`src/rtl/fifo_mem.sv`:
```
// Dual-port storage for sync_fifo: synchronous write port, registered read port.
// The array itself is never reset; only the read-data register clears on reset.
module fifo_mem #(
    parameter int DATA_WIDTH = 16,
    parameter int ADDR_WIDTH = 4
) (
    input  logic                  clk,
    input  logic                  rst,
    input  logic                  wr_en_i,
    input  logic [ADDR_WIDTH-1:0] wr_addr_i,
    input  logic [DATA_WIDTH-1:0] wr_data_i,
    input  logic                  rd_en_i,
    input  logic [ADDR_WIDTH-1:0] rd_addr_i,
    output logic [DATA_WIDTH-1:0] rd_data_o
);

    localparam int DEPTH = 2 ** ADDR_WIDTH;

    logic [DATA_WIDTH-1:0] mem_q [DEPTH];
    logic [DATA_WIDTH-1:0] rd_data_q;

    always_ff @(posedge clk) begin
        if (wr_en_i) begin
            mem_q[wr_addr_i] <= wr_data_i;
        end
    end

    // A read to the address being written in the same cycle returns the old word.
    always_ff @(posedge clk or negedge rst) begin
        if (!rst) begin
            rd_data_q <= '0;
        end else if (rd_en_i) begin
            rd_data_q <= mem_q[rd_addr_i];
        end
    end

    assign rd_data_o = rd_data_q;

endmodule

```
`src/rtl/sync_fifo.sv`:
```
// Single-clock FIFO with internal pointers, occupancy count, programmable
// almost-full/almost-empty flags and one-cycle overflow/underflow pulses.
module sync_fifo #(
    parameter int DATA_WIDTH = 16,
    parameter int ADDR_WIDTH = 4,
    parameter int AF_TH      = (2 ** ADDR_WIDTH) - 2,
    parameter int AE_TH      = 2
) (
    input  logic                  clk,
    input  logic                  rst,
    input  logic                  wr_en,
    input  logic                  rd_en,
    input  logic [DATA_WIDTH-1:0] data_in,
    output logic [DATA_WIDTH-1:0] data_out,
    output logic                  full,
    output logic                  empty,
    output logic                  almost_full,
    output logic                  almost_empty,
    output logic [ADDR_WIDTH:0]   count,
    output logic                  overflow,
    output logic                  underflow
);

    localparam int DEPTH = 2 ** ADDR_WIDTH;
    localparam logic [ADDR_WIDTH:0] ONE       = {{ADDR_WIDTH{1'b0}}, 1'b1};
    localparam logic [ADDR_WIDTH:0] DEPTH_CNT = {1'b1, {ADDR_WIDTH{1'b0}}};
    localparam logic [ADDR_WIDTH:0] AF_LVL    = AF_TH[ADDR_WIDTH:0];
    localparam logic [ADDR_WIDTH:0] AE_LVL    = AE_TH[ADDR_WIDTH:0];

    logic [ADDR_WIDTH:0] wr_ptr_q, wr_ptr_d;
    logic [ADDR_WIDTH:0] rd_ptr_q, rd_ptr_d;
    logic [ADDR_WIDTH:0] count_q, count_d;
    logic                overflow_q, overflow_d;
    logic                underflow_q, underflow_d;
    logic                wr_accept;
    logic                rd_accept;

    // A full FIFO still takes a write when a read frees a slot in the same cycle;
    // an empty FIFO never forwards a same-cycle write to the read side.
    assign wr_accept = wr_en && (!full || rd_en);
    assign rd_accept = rd_en && !empty;

    always_comb begin
        wr_ptr_d    = wr_ptr_q;
        rd_ptr_d    = rd_ptr_q;
        count_d     = count_q;
        overflow_d  = wr_en && !wr_accept;
        underflow_d = rd_en && !rd_accept;
        if (wr_accept) begin
            wr_ptr_d = wr_ptr_q + ONE;
        end
        if (rd_accept) begin
            rd_ptr_d = rd_ptr_q + ONE;
        end
        if (wr_accept && !rd_accept) begin
            count_d = count_q + ONE;
        end else if (rd_accept && !wr_accept) begin
            count_d = count_q - ONE;
        end
    end

    always_ff @(posedge clk or negedge rst) begin
        if (!rst) begin
            wr_ptr_q    <= '0;
            rd_ptr_q    <= '0;
            count_q     <= '0;
            overflow_q  <= 1'b0;
            underflow_q <= 1'b0;
        end else begin
            wr_ptr_q    <= wr_ptr_d;
            rd_ptr_q    <= rd_ptr_d;
            count_q     <= count_d;
            overflow_q  <= overflow_d;
            underflow_q <= underflow_d;
        end
    end

    fifo_mem #(
        .DATA_WIDTH (DATA_WIDTH),
        .ADDR_WIDTH (ADDR_WIDTH)
    ) u_mem (
        .clk       (clk),
        .rst       (rst),
        .wr_en_i   (wr_accept),
        .wr_addr_i (wr_ptr_q[ADDR_WIDTH-1:0]),
        .wr_data_i (data_in),
        .rd_en_i   (rd_accept),
        .rd_addr_i (rd_ptr_q[ADDR_WIDTH-1:0]),
        .rd_data_o (data_out)
    );

    assign count        = count_q;
    assign full         = (count_q == DEPTH_CNT);
    assign empty        = (count_q == '0);
    assign almost_full  = (count_q >= AF_LVL);
    assign almost_empty = (count_q <= AE_LVL);
    assign overflow     = overflow_q;
    assign underflow    = underflow_q;

endmodule

```
`config.mk`:
```
export PLATFORM = sky130hd
export DESIGN_NAME = sync_fifo
export DESIGN_NICKNAME = d
export VERILOG_FILES = /design/src/rtl/fifo_mem.sv /design/src/rtl/sync_fifo.sv
export SDC_FILE = /design/constraint.sdc
export NUM_CORES = 1
export LEC_CHECK = 0
export ABC_AREA = 1
export BUFFER_PORTS_ARGS = -buffer_cell sky130_fd_sc_hd__buf_2
export CAP_MARGIN = 20
export CORE_MARGIN = 3
export CORE_UTILIZATION = 36
export CTS_CLUSTER_DIAMETER = 30
export DETAILED_ROUTE_END_ITERATION = 6
export SYNTH_ARGS = -nofsm -noshare
export SYNTH_HDL_FRONTEND = slang
export SYNTH_SLANG_ARGS = --single-unit
```
`constraint.sdc`:
```
create_clock -name clk -period 2.8 [get_ports clk]
set_input_delay 0.28 -clock clk [delete_from_list [all_inputs] [get_ports clk]]
set_output_delay 0.28 -clock clk [all_outputs]
set_load 0.01 [all_outputs]
```
==> results by group, run 1 <==
Status
  • Status: completed

Synth
  • Synthesized area per cell: around 10 um^2
  • Compound-Gate Fraction of Synth Area: 0.00543
  • Cells after Synth: around 1200
  • Yosys warnings: 0
  • Synthesized-area fraction occupied by adder cells: 0.0107
  • Async S/R FF share, synth: 0.108
  • Synth area leaders: edfxtp_1 (62%), nand2_1 (12%), nand3_1 (7.9%)
  • Sequential share of the synthesized area: 0.680
  • Top cells by count, synth: nand2_1 (409), edfxtp_1 (256), inv_1 (210), nand3_1 (197), dfrtp_1 (31)
  • Yosys top cell area share: 0.618
  • Area share of and/or/nand/nor cells after synthesis: 0.210
  • Post-Synth XOR/XNOR Area: 0.00563
  • Cell Area, Synth: approximately 12000 um^2
  • Count leader, synth: nand2_1
  • Number of synthesized flops with an enable pin: around 260
  • Synth unique cells: 21
  • Net Count, Synth: around 1200
  • Flop and latch count out of synthesis: 287
  • Cell taking the most area after synthesis: edfxtp_1
  • Mux cell area share after synthesis: 0
  • Largest family of logic cells by synthesized area: simple AND/OR/NAND/NOR gates
  • Synth Flop Type: edfxtp_1

Placement
  • Hpwl dp: 18.4 mm
  • Placer Congestion: about 0.84
  • Placed cell count: between 1500 and 2000
  • Placed standard-cell area: approximately 13000 um^2
  • Input/output buffers: 46

Critical path
  • CP arrival: approximately 2.8 ns
  • Crit path buffers/inverters: 1
  • Delay-heaviest family, CP: adder cells
  • Worst path slowest cell: dfrtp_1
  • R2r worst-path depth: 13
  • Crit Path Max Fanout: 7
  • Crit path capture type: flip-flop
  • Critical path required time: approximately 3.3 ns
  • CP peak stage delay: roughly 0.46 ns
  • CP Launch Type: flip-flop
  • Cell breakdown of the critical path: nor2_1, nand3_1, nor2_1, a21oi_1, ha_1, inv_1, fa_1, a21oi_1, nor2_1, nor2_1, xor2_1, nand2_1, nand2_1
  • WS Path Type: reg -> reg
  • Crit path depth: 13
  • Crit-path most repeated cell: nor2_1

Floorplan
  • Top Ports: 47
  • Starting Density: 0.368
  • Core Area: ~34000 um^2
  • Die Area: roughly 37000 um^2
  • Die Wd: about 190 um
  • Row cnt: 67
  • Die height: 192 um

Route
  • Routed Antenna Nets: 0
  • DR vias/cell: ~4.6
  • Residual DRC: 0
  • Via count: ~8400
  • Initial drt markers: around 750
  • Final wirelength: a little over 30 mm
  • TritonRoute pass-1 iters: 5
  • WL per Instance: ~17 um

Clock tree
  • # hold bufs at CTS: 3
  • CTS tree: done
  • CTS Root Cell: clkbuf_16
  • CTS clk-pin slew, worst paths: 0.05 ns
  • Setup bufs post-CTS: 0
  • Clock Latency Late Sink: around 0.55 ns
  • Total CTS buffers: 67
  • Deepest clock path buffer count: 3
  • H-tree Lvls: 3
  • Post-CTS sizing: 0
  • Clock sink count: ~290

Worst hold path
  • Hold Path Cell Cnt: 1
  • Hold Crit Class: in -> reg

GRT
  • All-layer global routing usage: 0.170
  • Vias in the first global route: about 8400
  • Initial antenna violation count: 1
  • Largest net degree at the start of global routing: 75
  • Grt ovf: 0
  • Global-route wire length before repair: about 48 mm

STA
  • Hold Fails Final Rpt: 0
  • Worst Skew: around 0.025 ns
  • Final setup fails: 0
  • Final max-slew violation count: 0
  • Slew margin rel.: 0.483
  • Worst Hold Margin: about 0.15 ns
  • Setup_tns: 0 ns
  • Worst-margin pin slew: 0.776 ns
  • Final period util: 0.835
  • Max Clock Freq: approximately 430 MHz
  • Min Tclk post-route: approximately 2.3 ns
  • RSZ-0062 raised after global routing: false

Layout
  • Footprint of the multi-input gates: around 3000 um^2
  • Nets@finish: approximately 1300
  • # diodes: 0
  • Area growth syn-to-layout: 25.7%
  • Final instance area: about 16000 um^2
  • Non-Filler Instances: ~1800
  • Filler instances: roughly 3100
  • Layout cells sized above 1: 0.148
  • Flip-flop and latch area: ~8500 um^2

Pwr
  • Maximum vdd drop: just over 700 uV
  • Power Density: 1170 nW/um^2
  • Pleak: 6.92 nW

Flow run
  • Max-cap violations: 0
-- area by class of cell --
type,instances,share of cell area
well taps,448,0.0358
clock inverters,37,0.0318
multi-input cells,661,0.187
clock buffers,82,0.116
flip-flops and latches,287,0.541
inverters,212,0.0510
repair buffers,82,0.0373
-- layer usage --
metal	share of wire	vias up	wire (um)	track usage
met4	0.022	2	682	0.0590
met1	0.45	3915	13600	0.235
li1	-	4123	-	-
met2	0.45	262	13800	0.258
met5	0.00043	-	13	0
met3	0.076	53	2320	0.0476
-- cells by family after synthesis --
kind of cell | count (synthesis)
compound gates | 12
xor+xnor | 8
fa+ha+maj | 10
buf+inv | 268
flops | 287
simple gates | 631
-- registers in the layout (all words and copies together) (netlist names) --
| name | flops |
|---|---|
| u_mem.mem_q | 256 |
| u_mem.rd_data_o | 16 |
| count | 5 |
| rd_ptr_q | 4 |
| wr_ptr_q | 4 |
| overflow | 1 |
| underflow | 1 |
-- path summary, 6_finish.rpt --
kind | slack [ns] | endpoint | startpoint
max reg2reg | 0.46 | count[4] | count[1]
min | 0.15 | u_mem.mem_q[0][1] | data_in[1]
max in group asynchronous | 1.87 | rd_ptr_q[0] | rst
max | 0.46 | count[4] | count[1]
min in group asynchronous | 0.35 | u_mem.rd_data_o[5] | rst
min reg2reg | 0.47 | u_mem.rd_data_o[10] | u_mem.rd_data_o[10]
-- stage by stage --
stage	setup WS (ns)	total power, W	utilization
after floorplan	0.364	0.00877	-
after global placement	0.471	0.0105	0.394
after detailed placement	0.499	0.0105	0.394
after CTS	0.472	0.0184	0.463
after global routing	0.189	0.0193	0.463
final	0.461	0.0183	0.463
-- power by group --
group          switching, W  internal (W)  leakage [nW]
Sequential         0.000253       0.00526          2.69
Clock               0.00234       0.00549          1.11
Combinational       0.00346       0.00147          3.11
-- layout by cell type (no fill, tap or decap), types with 10 or more instances in the layout --
master | synthesis | routed
buf_2 | 28 | 46
buf_4 | 15 | 27
bufinv_16 | 0 | 10
clkbuf_1 | 9 | 11
clkbuf_16 | 0 | 70
dfrtp_1 | 31 | 29
edfxtp_1 | 256 | 256
inv_1 | 210 | 209
nand2_1 | 409 | 409
nand3_1 | 197 | 197
nor2_2 | 0 | 16
-- worst register-to-register path, delay by kind of cell (launching register included) --
family	cells	cell delay (ns)
flops	1	0.46
xor+xnor	1	0.15
compound gates	2	0.36
simple gates	7	0.55
buf+inv	1	0.10
fa+ha+maj	2	0.64
No activity file was read; power rests on OpenSTA's default activity.
==> inputs of run 2 (changes only) <==
==> constraint.sdc (replaced) <==
create_clock -name clk -period 2 [get_ports clk]
set_input_delay 0.2 -clock clk [delete_from_list [all_inputs] [get_ports clk]]
set_output_delay 0.2 -clock clk [all_outputs]
set_load 0.01 [all_outputs]
==> run 2 against run 1 <==
Effect of this change:
- critical path type unchanged
- critical path depth is 1 higher
- largest power group unchanged
- total power is 38% higher
- via count increased by 3.0%
- global-route usage up 0.58 points
- sequential share of layout area decreased by 1.1 points
- routed wire length is 6.2% higher
- the run now ends with negative setup slack left
==> results by group, run 2 (synthesis gave the netlist of run 1 again) <==
STA
  • Hold Fails Final Rpt: 0 (unchanged)
  • Final max-slew violation count: 0 (unchanged)
  • Setup ws final: -0.0558 ns (was 0.461 ns)
  • Worst-margin pin slew: 0.772 ns (was 0.776 ns)
  • RSZ-0062 raised after global routing: true (was false)
  • Final setup fails: 2 (was 0)
  • Min Tclk post-route: 2.06 ns (was 2.34 ns)
  • Slew margin rel.: 0.486 (was 0.483)
  • Final period util: 1.03 (was 0.835)
  • Worst Skew: 0.0192 ns (was 0.0254 ns)
  • Max Clock Freq: 486 MHz (was 427 MHz)

Route
  • TritonRoute pass-1 iters: 6 (was 5)
  • Final wirelength: 32.3 mm (was 30.4 mm)
  • DR vias/cell: 4.69 (was 4.62)
  • Residual DRC: 0 (unchanged)
  • Routed Antenna Nets: 0 (unchanged)
  • Initial drt markers: 694 (was 745)
  • WL per Instance: 17.6 um (was 16.8 um)
  • Via count: 8603 (was 8355)

Critical path
  • WS Path Type: reg -> reg (unchanged)
  • Crit path capture type: flip-flop (unchanged)
  • Worst path slowest cell: dfrtp_2 (was dfrtp_1)
  • Critical path required time: 2.51 ns (was 3.27 ns)
  • Crit Path Max Fanout: 4 (was 7)
  • Cell breakdown of the critical path: nor2_4, nand3_4, nor2_2, a21oi_1, buf_4, ha_4, inv_4, fa_2, a21oi_2, nor2_1, nor2_1, xor2_1, nand2_1, nand2_1 (was nor2_1, nand3_1, nor2_1, a21oi_1, ha_1, inv_1, fa_1, a21oi_1, nor2_1, nor2_1, xor2_1, nand2_1, nand2_1)
  • CP peak stage delay: 0.38 ns (was 0.46 ns)
  • CP Launch Type: flip-flop (unchanged)
  • CP arrival: 2.56 ns (was 2.81 ns)

GRT
  • Vias in the first global route: 8422 (was 8371)
  • Initial antenna violation count: 0 (was 1)
  • Largest net degree at the start of global routing: 58 (was 75)
  • Global-route wire length before repair: 48.8 mm (was 47.7 mm)
  • All-layer global routing usage: 0.176 (was 0.170)
  • Grt ovf: 0 (unchanged)

Layout
  • Area growth syn-to-layout: 28.3% (was 25.7%)
  • Filler instances: 2998 (was 3075)
  • Layout cells sized above 1: 0.187 (was 0.148)
  • Largest Register: u_mem.mem_q (unchanged)
  • Nets@finish: 1367 (was 1341)
  • Core Util, Final: 0.473 (was 0.463)
  • Max reg flops: 256 (unchanged)
  • Commonest non-fill, non-tap cell in the layout: nand2_1 (unchanged)
  • # diodes: 0 (unchanged)
  • Most frequent cells in the layout: nand2_1 (403), edfxtp_1 (256), inv_1 (205) (was nand2_1 (409), edfxtp_1 (256), inv_1 (209))

Placement
  • Input/output buffers: 46 (unchanged)
  • Pre-CTS setup slack: -0.296 ns (was 0.499 ns)
  • Hpwl dp: 19.6 mm (was 18.4 mm)
  • Placer Congestion: 0.846 (was 0.839)

Clock tree
  • Clock Latency Late Sink: 0.59 ns (was 0.55 ns)
  • CTS tree: done (unchanged)
  • CTS clk-pin slew, worst paths: 0.05 ns (about the same)
  • Deepest clock path buffer count: 3 (unchanged)
  • H-tree Lvls: 2 (was 3)
  • Clock sink count: 287 (unchanged)
  • CTS Root Cell: clkbuf_16 (unchanged)
  • Total CTS buffers: 59 (was 67)

Floorplan
  • Die Wd: 192 um (unchanged)
  • Core Area: 33800 um^2 (unchanged)
  • Die height: 192 um (unchanged)
  • Starting Density: 0.368 (unchanged)
  • Row cnt: 67 (unchanged)
  • Die Area: 36800 um^2 (unchanged)
  • Top Ports: 47 (unchanged)

Pwr
  • Pleak: 7.00 nW (was 6.92 nW)
  • Maximum vdd drop: 784 uV (was 719 uV)
  • Power Density: 1580 nW/um^2 (was 1170 nW/um^2)

Flow run
  • Max-cap violations: 0 (unchanged)

Status
  • Failing checks: negative setup slack
  • Status: finished with violations (was completed)

Worst hold path
  • Hold Crit Class: in -> reg (unchanged)
[run 2: changes by cell type in the layout (fill, tap and decap cells not counted), sizes merged]
cell	change
dlygate4sd3	+1
clkinv	-3
clkinvlp	+6
buf	+32
clkbuf	-20
inv	+14
bufinv	-3
[run 2: critical path, delay by kind of cell (launching register included)]
family,cells,cell delay (ns)
buffers and inverters,2,0.20
DFF,1,0.38
xor gates and xnor gates,1,0.15
AOI/OAI and AO/OA,2,0.29
and+or+nand+nor,7,0.45
adders and majority gates,2,0.51
[run 2: worst paths after layout]
kind / start / to / slack [ns] / cells after the start
max in group asynchronous: rst / rd_ptr_q[0] / 1.19 / 2
min in group asynchronous: rst / u_mem.rd_data_o[11] / 0.23 / 2
min reg2reg: u_mem.rd_data_o[6] / u_mem.rd_data_o[6] / 0.47 / 2
max reg2reg: count[1] / count[4] / -0.06 / 14
min: data_in[7] / u_mem.mem_q[5][7] / 0.04 / 1
max: count[1] / count[4] / -0.06 / 14
[run 2: per-stage QoR]
| step | instances | hold WS, ns | setup TNS (ns) | area (um^2) | total power (W) |
|---|---|---|---|---|---|
| global route | 1836 | 0.0351 | -1.34 | 16000 | 0.0266 |
| floorplan | 1216 | -0.0956 | -34.38 | 12500 | 0.0123 |
| global placement | 1704 | 0.324 | -29.58 | 13500 | 0.0150 |
| detailed placement | 1704 | 0.326 | -33.03 | 13500 | 0.0151 |
| CTS | 1828 | 0.0280 | -0.144 | 15800 | 0.0252 |
| finish | 1836 | 0.0403 | -0.0997 | 16000 | 0.0253 |
[run 2: timing repair]
action,4_1_cts,5_1_grt
cloned,0,1
pin swaps,10,17
endpoints found under the setup margin,148,101
endpoints found under the hold margin,33,0
buffers inserted,8,8
hold buffers,4,0
resized for setup,23,22
[run 2: power by group]
part / total (W) / leakage (nW) / internal, W / switching, W
Combinational: 0.00779 / 3.33 / 0.00252 / 0.00527
Sequential: 0.00767 / 2.69 / 0.00736 / 0.000316
Clock: 0.00985 / 0.979 / 0.00641 / 0.00343
[run 2: final cells by class]
class | instances | area (um^2) | area share
Clock inverter | 51 | 557 | 0.0349
Multi-Input combinational cell | 661 | 3100 | 0.194
Tap cell | 448 | 561 | 0.0351
Sequential cell | 287 | 8470 | 0.530
Clock buffer | 61 | 1480 | 0.0929
Inverter | 212 | 801 | 0.0501
Timing Repair Buffer | 116 | 1010 | 0.0630
[run 2: routing by layer]
metal	track usage	wire, um	up-vias
met2	0.287	15400	299
li1	-	-	4188
met3	0.0347	2010	57
met1	0.236	14100	4059
met4	0.0590	766	0
met5	0	0	-
